--- config.mk ---
export PLATFORM = sky130hd
export DESIGN_NAME = cs_control_unit_flat
export DESIGN_NICKNAME = d
export VERILOG_FILES = /design/src/rtl/cs_pkg.sv /design/src/rtl/cs_control_unit_if.sv /design/src/rtl/cs_control_unit.sv /design/src/flat_wrapper.sv
export SDC_FILE = /design/constraint.sdc
export NUM_CORES = 1
export LEC_CHECK = 0
export CAP_MARGIN = 0
export CORE_MARGIN = 2
export CORE_UTILIZATION = 50
export DETAILED_ROUTE_END_ITERATION = 10
export PLACE_DENSITY = 0.83
export REMOVE_ABC_BUFFERS = 1
export SYNTH_ARGS = -nofsm -noshare
export SYNTH_HDL_FRONTEND = slang
export SYNTH_SLANG_ARGS = --single-unit
--- constraint.sdc ---
create_clock -name clk -period 3.4 [get_ports clk]
set_clock_uncertainty 0.1 [all_clocks]
set_input_delay 0.68 -clock clk [delete_from_list [all_inputs] [get_ports clk]]
set_output_delay 0.68 -clock clk [all_outputs]
set_load 0.01 [all_outputs]
--- src/rtl/cs_pkg.sv ---
// Shared encodings for the simple computer: FSM states, opcodes, ALU selects
// and address-mux selects, used by the control unit, the datapath and the top.
package cs_pkg;

    localparam logic [2:0] ST_IDLE   = 3'd0;
    localparam logic [2:0] ST_FETCH  = 3'd1;
    localparam logic [2:0] ST_DECODE = 3'd2;
    localparam logic [2:0] ST_MEMRD  = 3'd3;
    localparam logic [2:0] ST_MEMWR  = 3'd4;
    localparam logic [2:0] ST_HALT   = 3'd5;

    typedef enum logic [2:0] {
        S_IDLE   = ST_IDLE,
        S_FETCH  = ST_FETCH,
        S_DECODE = ST_DECODE,
        S_MEMRD  = ST_MEMRD,
        S_MEMWR  = ST_MEMWR,
        S_HALT   = ST_HALT
    } state_e;

    localparam logic [3:0] OP_NOP   = 4'd0;
    localparam logic [3:0] OP_LOAD  = 4'd1;
    localparam logic [3:0] OP_STORE = 4'd2;
    localparam logic [3:0] OP_ADD   = 4'd3;
    localparam logic [3:0] OP_SUB   = 4'd4;
    localparam logic [3:0] OP_AND   = 4'd5;
    localparam logic [3:0] OP_JMP   = 4'd6;
    localparam logic [3:0] OP_JZ    = 4'd7;
    localparam logic [3:0] OP_HALT  = 4'd8;

    localparam logic [1:0] ALU_PASS = 2'b00;
    localparam logic [1:0] ALU_ADD  = 2'b01;
    localparam logic [1:0] ALU_SUB  = 2'b10;
    localparam logic [1:0] ALU_AND  = 2'b11;

    localparam logic ADDR_PC = 1'b0;
    localparam logic ADDR_IR = 1'b1;

    // LOAD (and anything that is not an ALU op) passes memory data through.
    function automatic logic [1:0] aluFor(input logic [3:0] op);
        case (op)
            OP_ADD:  aluFor = ALU_ADD;
            OP_SUB:  aluFor = ALU_SUB;
            OP_AND:  aluFor = ALU_AND;
            default: aluFor = ALU_PASS;
        endcase
    endfunction

endpackage

--- src/rtl/cs_control_unit_if.sv ---
// Control-unit <-> datapath/memory bundle; the master side is the sequencer.
interface cs_control_unit_if #(
    parameter int OPW  = 4,
    parameter int CNTW = 16
);
    logic            start;
    logic [OPW-1:0]  opcode;
    logic            acc_zero;
    logic            mem_ready;
    logic            addr_sel;
    logic            mem_rd;
    logic            mem_wr;
    logic            ir_load;
    logic            pc_inc;
    logic            pc_load;
    logic            pc_clr;
    logic            acc_load;
    logic [1:0]      alu_op;
    logic            busy;
    logic            halted;
    logic            illegal;
    logic [CNTW-1:0] instr_count;

    modport master (
        input  start, opcode, acc_zero, mem_ready,
        output addr_sel, mem_rd, mem_wr, ir_load, pc_inc, pc_load, pc_clr,
               acc_load, alu_op, busy, halted, illegal, instr_count
    );

    modport slave (
        output start, opcode, acc_zero, mem_ready,
        input  addr_sel, mem_rd, mem_wr, ir_load, pc_inc, pc_load, pc_clr,
               acc_load, alu_op, busy, halted, illegal, instr_count
    );
endinterface

--- src/rtl/cs_control_unit.sv ---
// Fetch/decode/execute sequencer: registered state, sticky illegal flag and
// retired-instruction counter; all strobes decoded combinationally from state.
module cs_control_unit
    import cs_pkg::*;
(
    input  logic               clk,
    input  logic               reset,
    cs_control_unit_if.master  bus
);

    localparam int CW = $bits(bus.instr_count);

    state_e          state_q, state_d;
    logic            illegal_q, illegal_d;
    logic [CW-1:0]   count_q;
    logic            retire;
    logic [3:0]      op;

    assign op = 4'(bus.opcode);

    always_comb begin
        state_d      = state_q;
        illegal_d    = illegal_q;
        retire       = 1'b0;
        bus.addr_sel = ADDR_PC;
        bus.mem_rd   = 1'b0;
        bus.mem_wr   = 1'b0;
        bus.ir_load  = 1'b0;
        bus.pc_inc   = 1'b0;
        bus.pc_load  = 1'b0;
        bus.pc_clr   = 1'b0;
        bus.acc_load = 1'b0;
        bus.alu_op   = ALU_PASS;
        bus.halted   = 1'b0;
        case (state_q)
            S_IDLE: begin
                // Gated by reset so a start held during reset produces no strobe.
                if (bus.start) begin
                    bus.pc_clr = reset;
                    state_d    = S_FETCH;
                end
            end
            S_FETCH: begin
                bus.mem_rd = 1'b1;
                if (bus.mem_ready) begin
                    bus.ir_load = 1'b1;
                    bus.pc_inc  = 1'b1;
                    state_d     = S_DECODE;
                end
            end
            S_DECODE: begin
                case (op)
                    OP_LOAD, OP_ADD, OP_SUB, OP_AND: state_d = S_MEMRD;
                    OP_STORE: state_d = S_MEMWR;
                    OP_HALT: begin
                        state_d = S_HALT;
                        retire  = 1'b1;
                    end
                    default: begin
                        bus.pc_load = (op == OP_JMP) || (op == OP_JZ && bus.acc_zero);
                        illegal_d   = illegal_q || (op > OP_HALT);
                        state_d     = S_FETCH;
                        retire      = 1'b1;
                    end
                endcase
            end
            S_MEMRD: begin
                bus.addr_sel = ADDR_IR;
                bus.mem_rd   = 1'b1;
                bus.alu_op   = aluFor(op);
                if (bus.mem_ready) begin
                    bus.acc_load = 1'b1;
                    retire       = 1'b1;
                    state_d      = S_FETCH;
                end
            end
            S_MEMWR: begin
                bus.addr_sel = ADDR_IR;
                bus.mem_wr   = 1'b1;
                if (bus.mem_ready) begin
                    retire  = 1'b1;
                    state_d = S_FETCH;
                end
            end
            S_HALT: begin
                bus.halted = 1'b1;
                if (bus.start) state_d = S_FETCH;
            end
            default: state_d = S_IDLE;
        endcase
    end

    assign bus.busy        = (state_q != S_IDLE) && (state_q != S_HALT);
    assign bus.illegal     = illegal_q;
    assign bus.instr_count = count_q;

    // Counter wraps naturally; illegal stays set across the wrap.
    always_ff @(posedge clk) begin
        if (!reset) begin
            state_q   <= S_IDLE;
            illegal_q <= 1'b0;
            count_q   <= '0;
        end else begin
            state_q   <= state_d;
            illegal_q <= illegal_d;
            if (retire) count_q <= count_q + 1'b1;
        end
    end

endmodule

--- src/flat_wrapper.sv ---
// flat-port wrapper written by rule: the top's interface ports become plain ports
module cs_control_unit_flat import cs_pkg::*;
  (clk, reset, bus_start, bus_opcode, bus_acc_zero, bus_mem_ready, bus_addr_sel, bus_mem_rd, bus_mem_wr, bus_ir_load, bus_pc_inc, bus_pc_load, bus_pc_clr, bus_acc_load, bus_alu_op, bus_busy, bus_halted, bus_illegal, bus_instr_count);
  cs_control_unit_if #(.OPW(4), .CNTW(16)) bus_i ();
  input  logic clk;
  input  logic reset;
  input wire logic [$bits(bus_i.start)-1:0] bus_start;
  input wire logic [$bits(bus_i.opcode)-1:0] bus_opcode;
  input wire logic [$bits(bus_i.acc_zero)-1:0] bus_acc_zero;
  input wire logic [$bits(bus_i.mem_ready)-1:0] bus_mem_ready;
  output wire logic [$bits(bus_i.addr_sel)-1:0] bus_addr_sel;
  output wire logic [$bits(bus_i.mem_rd)-1:0] bus_mem_rd;
  output wire logic [$bits(bus_i.mem_wr)-1:0] bus_mem_wr;
  output wire logic [$bits(bus_i.ir_load)-1:0] bus_ir_load;
  output wire logic [$bits(bus_i.pc_inc)-1:0] bus_pc_inc;
  output wire logic [$bits(bus_i.pc_load)-1:0] bus_pc_load;
  output wire logic [$bits(bus_i.pc_clr)-1:0] bus_pc_clr;
  output wire logic [$bits(bus_i.acc_load)-1:0] bus_acc_load;
  output wire logic [$bits(bus_i.alu_op)-1:0] bus_alu_op;
  output wire logic [$bits(bus_i.busy)-1:0] bus_busy;
  output wire logic [$bits(bus_i.halted)-1:0] bus_halted;
  output wire logic [$bits(bus_i.illegal)-1:0] bus_illegal;
  output wire logic [$bits(bus_i.instr_count)-1:0] bus_instr_count;
  assign bus_i.start = bus_start;
  assign bus_i.opcode = bus_opcode;
  assign bus_i.acc_zero = bus_acc_zero;
  assign bus_i.mem_ready = bus_mem_ready;
  assign bus_addr_sel = bus_i.addr_sel;
  assign bus_mem_rd = bus_i.mem_rd;
  assign bus_mem_wr = bus_i.mem_wr;
  assign bus_ir_load = bus_i.ir_load;
  assign bus_pc_inc = bus_i.pc_inc;
  assign bus_pc_load = bus_i.pc_load;
  assign bus_pc_clr = bus_i.pc_clr;
  assign bus_acc_load = bus_i.acc_load;
  assign bus_alu_op = bus_i.alu_op;
  assign bus_busy = bus_i.busy;
  assign bus_halted = bus_i.halted;
  assign bus_illegal = bus_i.illegal;
  assign bus_instr_count = bus_i.instr_count;
  cs_control_unit u_core (.clk(clk), .reset(reset), .bus(bus_i));
endmodule
; Yosys cells after proc, flatten, opt, wreduce, memory -nomap -nowiden
; Cells that the tools add are included.
[op_classes]
addsub = 1
order_cmp = 1
n_eq_ne = 17
muxes = 20
bitwise = 1
reduce_logical = 14
[op_table]
columns = operator, count
row1 = "adder 16 x 1 -> 16 bit, second input constant", 1
row2 = "equality test 4 x 3 -> 1 bit, second input constant", 4
row3 = 2-to-1 mux 1 bit, 12
row4 = case mux 3 bit (4 select lines), 1
row5 = 2-to-1 mux 3 bit, 3
row6 = case mux 3 bit (3 select lines), 1
row7 = "equality test 4 x 2 -> 1 bit, second input constant", 2
row8 = "equality test 3 x 2 -> 1 bit, second input constant", 2
row9 = "equality test 3 bit, second input constant", 2
row10 = case mux 2 bit (3 select lines), 1
row11 = OR reduction 2 bit, 3
row12 = OR reduction 6 bit, 1
row13 = OR reduction 5 bit, 1
row14 = "equality test 4 x 1 -> 1 bit, second input constant", 1
row15 = "equality test 4 bit, second input constant", 1
row16 = "> comparator 4 bit, second input constant", 1
row17 = "inequality test 2 x 1 -> 1 bit, second input constant", 2
row18 = OR reduction 4 bit, 1
row19 = "equality test 3 x 1 -> 1 bit, second input constant", 1
row20 = zero test 3 bit, 1
row21 = "inequality test 3 bit, second input constant", 1
row22 = AND reduction 3 bit, 1
row23 = nonzero test 3 bit, 1
row24 = logical AND 1 bit, 2
row25 = other kinds (6), 7
[word_totals]
ff_bits = 20
out_inout_bits = 29
word_cells = 57

; Logic depth before layout (Yosys ltp)
; Gate-level depths: netlist (run 1).
[depth]
word_depth = 5
ltp_mapped = 6

; Worst setup path after synthesis (run 1)
; Ideal clock, no wire load.
[synth_path]
path_type = register to output
startpoint = register u_core.state_q[0]
endpoint = output bus_alu_op[1]
t_arrival_ps = 1472
required_ps = 2620
setup_slack_ps = 1148
path_stages_with_launch = 6
path_cell_list = dfxtp_1 -> buf_4 -> inv_1 -> nor2_1 -> nand2_1 -> nor4b_1
[synth_between]
elab_chain_len = 2
[synth_rtl]
columns = element, line
row1 = from (decl), cs_control_unit.sv:13  ; state_e state_q, state_d;
row2 = from (signal assigned), cs_control_unit.sv:104  ; state_q <= state_d;
row3 = equality test 3 x 2 -> 1 bit, cs_control_unit.sv:35  ; case (state_q)
row4 = 2-to-1 mux 2 bit, cs_control_unit.sv:35
row5 = to (decl), flat_wrapper.sv:19  ; output wire logic [$bits(bus_i.alu_op)-1:0] bus_alu_op;
; Every way passes these cells.

; Worst setup path after layout (run 1)
; Ends and elaborated chain as after synthesis.

==> results.ini, run 1 <==
[final_layout]
final_area_um2=1700
final_cell_mix=clkdlybuf4s50_1, nand2_1, dfxtp_1
final_common_cell=clkdlybuf4s50_1
layout-drive-gt1-share_pct=6.74
diodes=0
post-route-util_pct=68.1
syn_to_final_growth_pct=28.5
fin_nets=204

[placement]
dpl_worst_slack_ns=0.341
numPortBuffers=37
place_area_um2=1670
gp_congestion=0.772
dp_hpwl_um=2380

[worst_setup_path]
slowest_stage=dfxtp_1
rr_worst_depth=4
path_max_fanout=12
crit_end=bus_alu_op[1]
path_depth=5
cpPeakStageDelay_ns=0.62
path_class=reg2out
critical_path_buf_inv_count=2
cp_data_required_time_ns=2.62
setup.worst_path.start=u_core.state_q[0]$_SDFFE_PN0P_
r2r_end=u_core.bus.instr_count[14]$_SDFFE_PN0P_
rrSetupSlack_ns=1.21
cp_data_arrival_time_ns=2.33
path_cells=inv_1 -> nor2_1 -> nand2_1 -> nor4b_1 -> clkdlybuf4s50_1
rr_startpoint=u_core.state_q[1]$_SDFFE_PN0P_
worstSetupStartpointType=flop
cp-end-kind=output pin
critical_path.top_delay_family=buffers and inverters

[yosys]
syn_inst=162
synth.distinct_cells=39
synthesis.area_um2=1320
yosysSeqAreaShare_pct=30.2
dominantRegCellSynth=dfxtp_1
ys_warn_count=0
synth_enable_flop_cells=0
avgSynthCellArea_um2=8.17
ys_async_sr_fraction_pct=0
ys_ff_latch=20

[global_route]
grt_antenna_before_repair=0
grt_pass1_wl_um=5650
grt_max_degree=30
track_usage_pct=22.2
grt_pass1_vias=1286
grt_overflow=0

[sta]
finalHoldViolCount=0
setup_ws_ns=0.286
fin_crit_sh_pct=91.6
worst_slew_margin_rel_pct=43.5
tightestPinTransition_ns=0.847
setup_violations=0
rsz0062_at_grt=false
hold_slack_ns=0.395
fin_crit_ns=3.11
fin_tns_setup_ns=0
drv_slew=0
max_freq_mhz=321

[route]
dr.pass1.iters=4
drc_errors=0
wirelength_um=3270
avgViaCountPerCell=5.84
vias=1303
ant_nets=0
drtIter0Drc=29
wl_per_cell_um=14.6

[clocking]
clock_sinks=20
cts_tree=done
cts_hold_buf=0
cts_root_buf=clkbuf_4
clockBufferDepth=2
numCtsBuffers=3
clkLatencyLatePin_ns=0.30
cts_setup_buffers=0
cts_max_level=1
cts_resized=0
clk_pin_slew_ns=0.11

[power_and_ir_drop]
p_seq_share_pct=54.2
p_clk_share_pct=30.7
p_per_area_nw_per_um2=265
leakage_nw=0.550
intPower_mw=0.335
swShare_pct=25.9
power_frac_comb_pct=15.2
vdd_drop_max_uv=186
netSwitchingPower_mw=0.117

[floorplanning]
ios=38
dieArea_um2=3080
die_w_um=55.5
die_h_um=55.5
initial_core_util_pct=53.0
core_region_area_um2=2500
rows=18

[status]
status=completed

[min_path]
min-delay-path-class=reg2reg

[run]
cap_violations=0

## power by group through the flow
stage	registers (mW)	logic [mW]	clock network, mW
CTS	0.244	0.0683	0.141
global route	0.245	0.0751	0.151
finish	0.244	0.0685	0.138
floorplan	0.248	0.0309	0
detailed placement	0.250	0.0678	0
global placement	0.249	0.0655	0
## metrics by stage
step | power [mW] | std cells
floorplan | 0.279 | 151
global placement | 0.315 | 219
detailed placement | 0.317 | 219
CTS | 0.453 | 223
global route | 0.471 | 223
finish | 0.451 | 223
## per-layer routing
metal / part of all wire, % / track usage, % / vias to the layer above
met5: 0 / 0 / -
met4: 2.0 / 11.1 / 0
met3: 4.1 / 3.98 / 6
met2: 50 / 37.8 / 40
met1: 44 / 26.6 / 621
li1: - / - / 636
## tightest hold or removal path: cells and delay by family, from the launching register on
kind | cells | cell delay [ns]
AND/OR/NAND/NOR | 1 | 0.07
flip-flops | 1 | 0.35
AO/OA/AOI/OAI | 1 | 0.04
## logic make-up after synthesis
family                   share of synthesized area, %
AO/OA/AOI/OAI                                    17.2
XOR/XNOR                                         1.32
adder cells (fa/ha/maj)                         0.945
buffers and inverters                            6.71
flip-flops                                       30.2
multiplexers                                     10.6
AND/OR/NAND/NOR                                  33.0
## sequential cells by signal, indices dropped and copies added (netlist names)
signal,flops
u_core.bus.instr_count,16
u_core.state_q,3
u_core.bus.illegal,1
## worst min path at each step
stage | from | endpoint | slack, ns | cells past startpoint
2_1_floorplan | u_core.bus.instr_count[15]$_SDFFE_PN0P_ | u_core.bus.instr_count[15]$_SDFFE_PN0P_ | 0.39 | 2
3_3_place_gp | u_core.bus.instr_count[15]$_SDFFE_PN0P_ | u_core.bus.instr_count[15]$_SDFFE_PN0P_ | 0.35 | 2
3_5_place_dp | u_core.bus.illegal$_SDFFE_PN0P_ | u_core.bus.illegal$_SDFFE_PN0P_ | 0.37 | 2
4_1_cts | u_core.bus.instr_count[5]$_SDFFE_PN0P_ | u_core.bus.instr_count[5]$_SDFFE_PN0P_ | 0.40 | 2
5_1_grt | u_core.bus.instr_count[5]$_SDFFE_PN0P_ | u_core.bus.instr_count[5]$_SDFFE_PN0P_ | 0.41 | 2
6_report | u_core.bus.illegal$_SDFFE_PN0P_ | u_core.bus.illegal$_SDFFE_PN0P_ | 0.40 | 2
## synthesized netlist by cell type, types with 2 or more instances
| cell type | n | share of area (%) |
|---|---|---|
| nand2_1 | 22 | 6.2 |
| dfxtp_1 | 20 | 30 |
| nand2b_1 | 18 | 8.5 |
| mux2i_1 | 14 | 11 |
| a21oi_1 | 11 | 4.2 |
| nand3_1 | 10 | 3.8 |
| nor2_1 | 7 | 2.0 |
| nor3_1 | 6 | 2.3 |
| a211oi_1 | 5 | 2.8 |
| clkbuf_1 | 4 | 1.1 |
| inv_1 | 4 | 1.1 |
| nand4_1 | 4 | 1.9 |
| buf_6 | 3 | 2.6 |
| o21ai_0 | 3 | 1.1 |
| and3_1 | 2 | 0.95 |
| and4_1 | 2 | 1.3 |
| buf_2 | 2 | 0.76 |
| buf_4 | 2 | 1.1 |
| nor4_1 | 2 | 0.95 |
| xor2_1 | 2 | 1.3 |
## layout make-up
class / instances / area, um^2
multi-input combinational: 127 / 835
fill: 209 / 798
sequential: 20 / 400
inverter: 4 / 15.0
clock buffer: 4 / 36.3
tap: 30 / 37.5
timing repair buffer: 38 / 378
Note: power is estimated with default switching activity, not from simulation.
==> run 2: changes to the inputs <==
--- a/config.mk
+++ b/config.mk
@@ -5,11 +5,12 @@
 export SDC_FILE = /design/constraint.sdc
 export NUM_CORES = 1
 export LEC_CHECK = 0
+export ABC_AREA = 1
 export CAP_MARGIN = 0
-export CORE_MARGIN = 2
+export CORE_MARGIN = 8
 export CORE_UTILIZATION = 50
 export DETAILED_ROUTE_END_ITERATION = 10
-export PLACE_DENSITY = 0.83
+export PLACE_DENSITY = 0.84
 export REMOVE_ABC_BUFFERS = 1
 export SYNTH_ARGS = -nofsm -noshare
 export SYNTH_HDL_FRONTEND = slang
==> run 2 against run 1 <==
Cell count grew 23%. Final area grew 0.44%. Wire length shrank 2.3%. Clock-buffer cell count shrank 1. Register-to-register slack gained 0.45 ns. Area after synthesis shrank 1.7%. Combinational power grew to 4.8 times the previous value. Die area grew 46%. Clock power shrank 18%. Global-route usage shrank 7.0 points. Via count grew 8.1%. Largest cell class unchanged. Setup slack gained 0.074 ns.
==> results.ini, run 2 <==
[route]
drc_errors=0  ; unchanged
vias=1409  ; was 1,303
wirelength_um=3190  ; was 3270 um
drtIter0Drc=86  ; was 29
ant_nets=0  ; unchanged
avgViaCountPerCell=5.12  ; was 5.84
dr.pass1.iters=4  ; unchanged
wl_per_cell_um=11.6  ; was 14.6 um

[power_and_ir_drop]
vdd_drop_max_uv=417  ; was 186 uV
swShare_pct=40.7  ; was 25.9%
p_seq_share_pct=39.8  ; was 54.2%
total_power_mw=0.734  ; was 0.451 mW
leakage_nw=0.649  ; was 0.550 nW
power_frac_comb_pct=44.9  ; was 15.2%
netSwitchingPower_mw=0.298  ; was 0.117 mW
p_clk_share_pct=15.3  ; was 30.7%
p_per_area_nw_per_um2=429  ; was 265 nW/um^2
intPower_mw=0.435  ; was 0.335 mW

[clocking]
cts_hold_buf=0  ; unchanged
cts_tree=done  ; unchanged
clockBufferDepth=2  ; unchanged
cts_max_level=1  ; unchanged
numCtsBuffers=3  ; unchanged
cts_setup_buffers=0  ; unchanged
cts_root_buf=clkbuf_4  ; unchanged
cts_resized=0  ; unchanged
clk_pin_slew_ns=0.11  ; about the same
clkLatencyLatePin_ns=0.30  ; about the same
clock_sinks=20  ; unchanged

[yosys]
yosysMostFrequentCell=nand2_1  ; unchanged
ys_ff_latch=20  ; unchanged
avgSynthCellArea_um2=6.29  ; was 8.17 um^2
synth.area.top_cells=dfxtp_1, nand2_1, nor2_1, a21oi_1, inv_1  ; was dfxtp_1, mux2i_1, nand2b_1, nand2_1, a21oi_1
ys_warn_count=0  ; unchanged
dominantRegCellSynth=dfxtp_1  ; unchanged
syn_inst=207  ; was 162
synthesis.area_um2=1300  ; was 1320 um^2
yosysSeqAreaShare_pct=30.8  ; was 30.2%
ys_async_sr_fraction_pct=0  ; unchanged
synth.top_cell.area_share_pct=30.8  ; was 30.2%
synth_enable_flop_cells=0  ; unchanged
synth.distinct_cells=28  ; was 39
synth_commonest_cells=nand2_1, nor2_1, inv_1  ; was nand2_1, dfxtp_1, nand2b_1
yosysTopAreaCell=dfxtp_1  ; unchanged

[final_layout]
diodes=0  ; unchanged
layout-drive-gt1-share_pct=7.35  ; was 6.74%
final_common_cell=nand2_1  ; was clkdlybuf4s50_1
stdcell_count=275  ; was 223
final_cell_mix=nand2_1, clkdlybuf4s50_1, nor2_1  ; was clkdlybuf4s50_1, nand2_1, dfxtp_1
syn_to_final_growth_pct=31.3  ; was 28.5%
fin_nets=257  ; was 204
fill_cells=224  ; was 209
largest_register_ffs=16  ; unchanged

[sta]
fin_tns_setup_ns=0  ; unchanged
rsz0062_at_grt=false  ; unchanged
fin_crit_ns=3.04  ; was 3.11 ns
max_freq_mhz=329  ; was 321 MHz
worst_slew_margin_rel_pct=77.0  ; was 43.5%
fin_crit_sh_pct=89.4  ; was 91.6%
finalHoldViolCount=0  ; unchanged
drv_slew=0  ; unchanged
tightestPinTransition_ns=0.343  ; was 0.847 ns
setup_violations=0  ; unchanged

[floorplanning]
core_region_area_um2=2480  ; was 2500 um^2
rows=18  ; unchanged
ios=38  ; unchanged
die_w_um=67.0  ; was 55.5 um
die_h_um=67.0  ; was 55.5 um
dieArea_um2=4490  ; was 3080 um^2
initial_core_util_pct=52.5  ; was 53.0%

[worst_setup_path]
path_class=in2out  ; was reg2out
cp-end-kind=output pin  ; unchanged
path_max_fanout=5  ; was 12
cp_data_arrival_time_ns=2.26  ; was 2.33 ns
cp_data_required_time_ns=2.62  ; about the same
worstSetupStartpointType=primary input  ; was flop

[global_route]
grt_max_degree=27  ; was 30
grt_pass1_vias=1268  ; was 1,286
track_usage_pct=15.1  ; was 22.2%
grt_overflow=0  ; unchanged
grt_antenna_before_repair=0  ; unchanged
grt_pass1_wl_um=5490  ; was 5650 um

[placement]
dp_hpwl_um=2500  ; was 2380 um
numPortBuffers=37  ; unchanged
dp_cells=272  ; was 219
gp_congestion=0.856  ; was 0.772

[min_path]
min-delay-path-class=reg2reg  ; unchanged

[status]
status=completed  ; unchanged

[run]
cap_violations=0  ; unchanged

## run 2: through the flow
stage | hold slack [ns] | area (um^2) | setup WS [ns] | util [%]
2_1_floorplan | 0.374 | 1260 | 1.33 | -
3_3_place_gp | 0.344 | 1690 | 0.389 | 68.1
3_5_place_dp | 0.344 | 1690 | 0.352 | 68.1
4_1_cts | 0.363 | 1710 | 0.357 | 69.0
5_1_grt | 0.384 | 1710 | 0.194 | 69.0
6_report | 0.360 | 1710 | 0.360 | 69.0
## run 2: worst max-delay path, cell delays in order
cell and delay [ns]:
clkdlybuf4s50_1 0.48, nor2_1 0.22, nand2_1 0.08, a211oi_1 0.23, clkdlybuf4s50_1 0.57
## run 2: final timing paths
check / start / endpoint / slack, ns / cells after the start
setup / recovery: bus_opcode[2] / bus_alu_op[0] / 0.36 / 5
hold / removal: u_core.bus.illegal$_SDFFE_PN0P_ / u_core.bus.illegal$_SDFFE_PN0P_ / 0.36 / 2
setup reg to reg: u_core.bus.instr_count[0]$_SDFFE_PN0P_ / u_core.bus.instr_count[10]$_SDFFE_PN0P_ / 1.66 / 8
hold reg to reg: u_core.bus.illegal$_SDFFE_PN0P_ / u_core.bus.illegal$_SDFFE_PN0P_ / 0.36 / 2
## run 2: layout make-up
class / instances / area (um^2) / share of cell area [%]
clock buffer: 3 / 22.5 / 1.32
inverter: 24 / 90.1 / 5.27
multi-input combinational: 159 / 773 / 45.2
sequential: 20 / 400 / 23.4
tap: 30 / 37.5 / 2.20
timing repair buffer: 39 / 385 / 22.5
## run 2: power groups by stage
stage	combinational (mW)	sequential, mW	clock (mW)
floorplan	0.196	0.296	0
global placement	0.327	0.296	0
detailed placement	0.331	0.297	0
CTS	0.333	0.292	0.118
global route	0.364	0.297	0.126
finish	0.329	0.292	0.113
## run 2: kinds of logic (layout without fill, tap and decap cells)
logic type / after synthesis / in the layout / share of synthesized area (%)
buf+inv: 28 / 66 / 9.81
compound gates: 27 / 27 / 11.6
flops: 20 / 20 / 30.8
simple gates: 128 / 128 / 44.8
xor+xnor: 3 / 3 / 2.02
fa+ha+maj: 1 / 1 / 0.961
## run 2: layer usage
layer | vias to the layer above | part of all wire (%) | track usage (%)
li1 | 747 | - | -
met1 | 625 | 48 | 18.8
met2 | 33 | 46 | 24.6
met3 | 4 | 6.0 | 4.70
met4 | 0 | 0.85 | 3.92
met5 | - | 0 | 0
==> run 3: changes to the inputs <==
--- a/config.mk
+++ b/config.mk
@@ -9,9 +9,11 @@
 export CAP_MARGIN = 0
 export CORE_MARGIN = 8
 export CORE_UTILIZATION = 50
+export CTS_BUF_LIST = sky130_fd_sc_hd__clkbuf_8
 export DETAILED_ROUTE_END_ITERATION = 10
 export PLACE_DENSITY = 0.84
 export REMOVE_ABC_BUFFERS = 1
+export SLEW_MARGIN = 0
 export SYNTH_ARGS = -nofsm -noshare
 export SYNTH_HDL_FRONTEND = slang
 export SYNTH_SLANG_ARGS = --single-unit
==> run 3 against run 2 <==
Non-clock buffer count stayed put. Hold slack worse by 0.0062 ns. Setup slack better by 0.0015 ns. Critical path depth stayed put. Fmax hardly changed. First-iteration DRC count is 8.1% lower. Clock-buffer cell count stayed put. Wire length is 1.4% higher.
==> results.ini, run 3 (synthesis gave the netlist of run 2 again) <==
[worst_setup_path]
path_max_fanout=5  ; unchanged
crit_end=bus_alu_op[0]  ; unchanged
cp_data_required_time_ns=2.62  ; about the same
worstSetupStartpointType=primary input  ; unchanged
cp_data_arrival_time_ns=2.26  ; about the same
setup.worst_path.start=bus_opcode[2]  ; unchanged
cp-end-kind=output pin  ; unchanged
r2r_end=u_core.bus.instr_count[10]$_SDFFE_PN0P_  ; unchanged
rr_worst_depth=8  ; unchanged
path_class=in2out  ; unchanged
rrSetupSlack_ns=1.65  ; was 1.66 ns
rr_startpoint=u_core.bus.instr_count[0]$_SDFFE_PN0P_  ; unchanged

[route]
drtIter0Drc=79  ; was 86
ant_nets=0  ; unchanged
dr.pass1.iters=4  ; unchanged
avgViaCountPerCell=5.15  ; was 5.12
drc_errors=0  ; unchanged
vias=1417  ; was 1,409
wirelength_um=3240  ; was 3190 um
wl_per_cell_um=11.8  ; was 11.6 um

[power_and_ir_drop]
p_seq_share_pct=37.6  ; was 39.8%
power_frac_comb_pct=42.4  ; was 44.9%
swShare_pct=39.1  ; was 40.7%
vdd_drop_max_uv=417  ; about the same
leakage_nw=0.657  ; was 0.649 nW
p_clk_share_pct=20.0  ; was 15.3%
p_per_area_nw_per_um2=449  ; was 429 nW/um^2
netSwitchingPower_mw=0.304  ; was 0.298 mW
intPower_mw=0.473  ; was 0.435 mW

[clocking]
clk_pin_slew_ns=0.07  ; was 0.11 ns
clock_sinks=20  ; unchanged
cts_max_level=1  ; unchanged
cts_hold_buf=0  ; unchanged
cts_tree=done  ; unchanged
numCtsBuffers=3  ; unchanged
clkLatencyLatePin_ns=0.26  ; was 0.30 ns
cts_resized=0  ; unchanged
cts_setup_buffers=0  ; unchanged
clockBufferDepth=2  ; unchanged
cts_root_buf=clkbuf_8  ; was clkbuf_4

[floorplanning]
die_w_um=67.0  ; unchanged
initial_core_util_pct=52.5  ; unchanged
dieArea_um2=4490  ; unchanged
die_h_um=67.0  ; unchanged
rows=18  ; unchanged
core_region_area_um2=2480  ; unchanged
ios=38  ; unchanged

[sta]
drv_slew=0  ; unchanged
hold_slack_ns=0.354  ; was 0.360 ns
finalHoldViolCount=0  ; unchanged
worst_slew_margin_rel_pct=77.7  ; was 77.0%
fin_tns_setup_ns=0  ; unchanged
rsz0062_at_grt=false  ; unchanged
fin_crit_sh_pct=89.4  ; about the same
max_freq_mhz=329  ; about the same
tightestPinTransition_ns=0.333  ; was 0.343 ns
setup_violations=0  ; unchanged
fin_crit_ns=3.04  ; about the same

[final_layout]
fin_nets=257  ; unchanged
post-route-util_pct=69.7  ; was 69.0%
syn_to_final_growth_pct=32.8  ; was 31.3%
layout-drive-gt1-share_pct=7.35  ; unchanged
largest_register_ffs=16  ; unchanged
seq_area_um2=400  ; unchanged
fill_cells=215  ; was 224
diodes=0  ; unchanged
final_common_cell=nand2_1  ; unchanged
final_cell_mix=nand2_1, clkdlybuf4s50_1, nor2_1  ; unchanged
multiInputGateArea_um2=773  ; unchanged

[min_path]
min-delay-path-class=reg2reg  ; unchanged

[global_route]
track_usage_pct=15.2  ; was 15.1%
grt_pass1_vias=1260  ; was 1,268
grt_max_degree=27  ; unchanged
grt_pass1_wl_um=5470  ; was 5490 um
grt_overflow=0  ; unchanged
grt_antenna_before_repair=0  ; unchanged

[run]
cap_violations=0  ; unchanged

[placement]
dp_hpwl_um=2500  ; unchanged
numPortBuffers=37  ; unchanged
gp_congestion=0.856  ; unchanged

[status]
status=completed  ; unchanged

## run 3: cell types whose count changed in the layout (fill, tap and decap cells not counted)
cell      delta
clkbuf_4     -3
clkbuf_8     +3
## run 3: how the worst min path moves through the flow
| stage | startpoint | to | slack [ns] | cells past startpoint |
|---|---|---|---|---|
| 5_1_grt | u_core.bus.illegal$_SDFFE_PN0P_ | u_core.bus.illegal$_SDFFE_PN0P_ | 0.38 | 2 |
| 3_5_place_dp | u_core.bus.illegal$_SDFFE_PN0P_ | u_core.bus.illegal$_SDFFE_PN0P_ | 0.34 | 2 |
| 4_1_cts | u_core.bus.illegal$_SDFFE_PN0P_ | u_core.bus.illegal$_SDFFE_PN0P_ | 0.36 | 2 |
| 3_3_place_gp | u_core.bus.illegal$_SDFFE_PN0P_ | u_core.bus.illegal$_SDFFE_PN0P_ | 0.34 | 2 |
| 6_report | u_core.bus.illegal$_SDFFE_PN0P_ | u_core.bus.illegal$_SDFFE_PN0P_ | 0.35 | 2 |
| 2_1_floorplan | u_core.bus.illegal$_SDFFE_PN0P_ | u_core.bus.illegal$_SDFFE_PN0P_ | 0.37 | 2 |
## run 3: per-stage QoR
step                      instance area [um^2]  total power [mW]  cells  setup WS (ns)
after floorplan                           1260             0.492    203           1.33
after global placement                    1690             0.623    272          0.389
after detailed placement                  1690             0.628    272          0.352
after CTS                                 1730             0.783    275          0.357
after global routing                      1730             0.828    275          0.194
final                                     1730             0.776    275          0.362
## run 3: per-layer routing
| layer | wire length, um | global-route usage, % |
|---|---|---|
| met5 | 0 | 0 |
| met4 | 38 | 4.70 |
| met3 | 222 | 4.19 |
| met2 | 1500 | 25.1 |
| met1 | 1480 | 18.6 |
## run 3: power by group through the flow
stage / combinational, mW / clock (mW) / sequential (mW)
floorplan: 0.196 / 0 / 0.296
global placement: 0.327 / 0 / 0.296
detailed placement: 0.331 / 0 / 0.297
CTS: 0.333 / 0.158 / 0.292
global route: 0.364 / 0.167 / 0.297
finish: 0.329 / 0.155 / 0.292
## run 3: critical path, stage by stage
cell	delay, ns
clkdlybuf4s50_1	0.48
nor2_1	0.22
nand2_1	0.08
a211oi_1	0.23
clkdlybuf4s50_1	0.57
## run 3: layout make-up
| class | count | share of cell area, % |
|---|---|---|
| multi-input cells | 159 | 44.8 |
| flip-flops and latches | 20 | 23.2 |
| repair buffers | 39 | 22.3 |
| inverters | 24 | 5.21 |
| clock buffers | 3 | 2.39 |
| well taps | 30 | 2.17 |
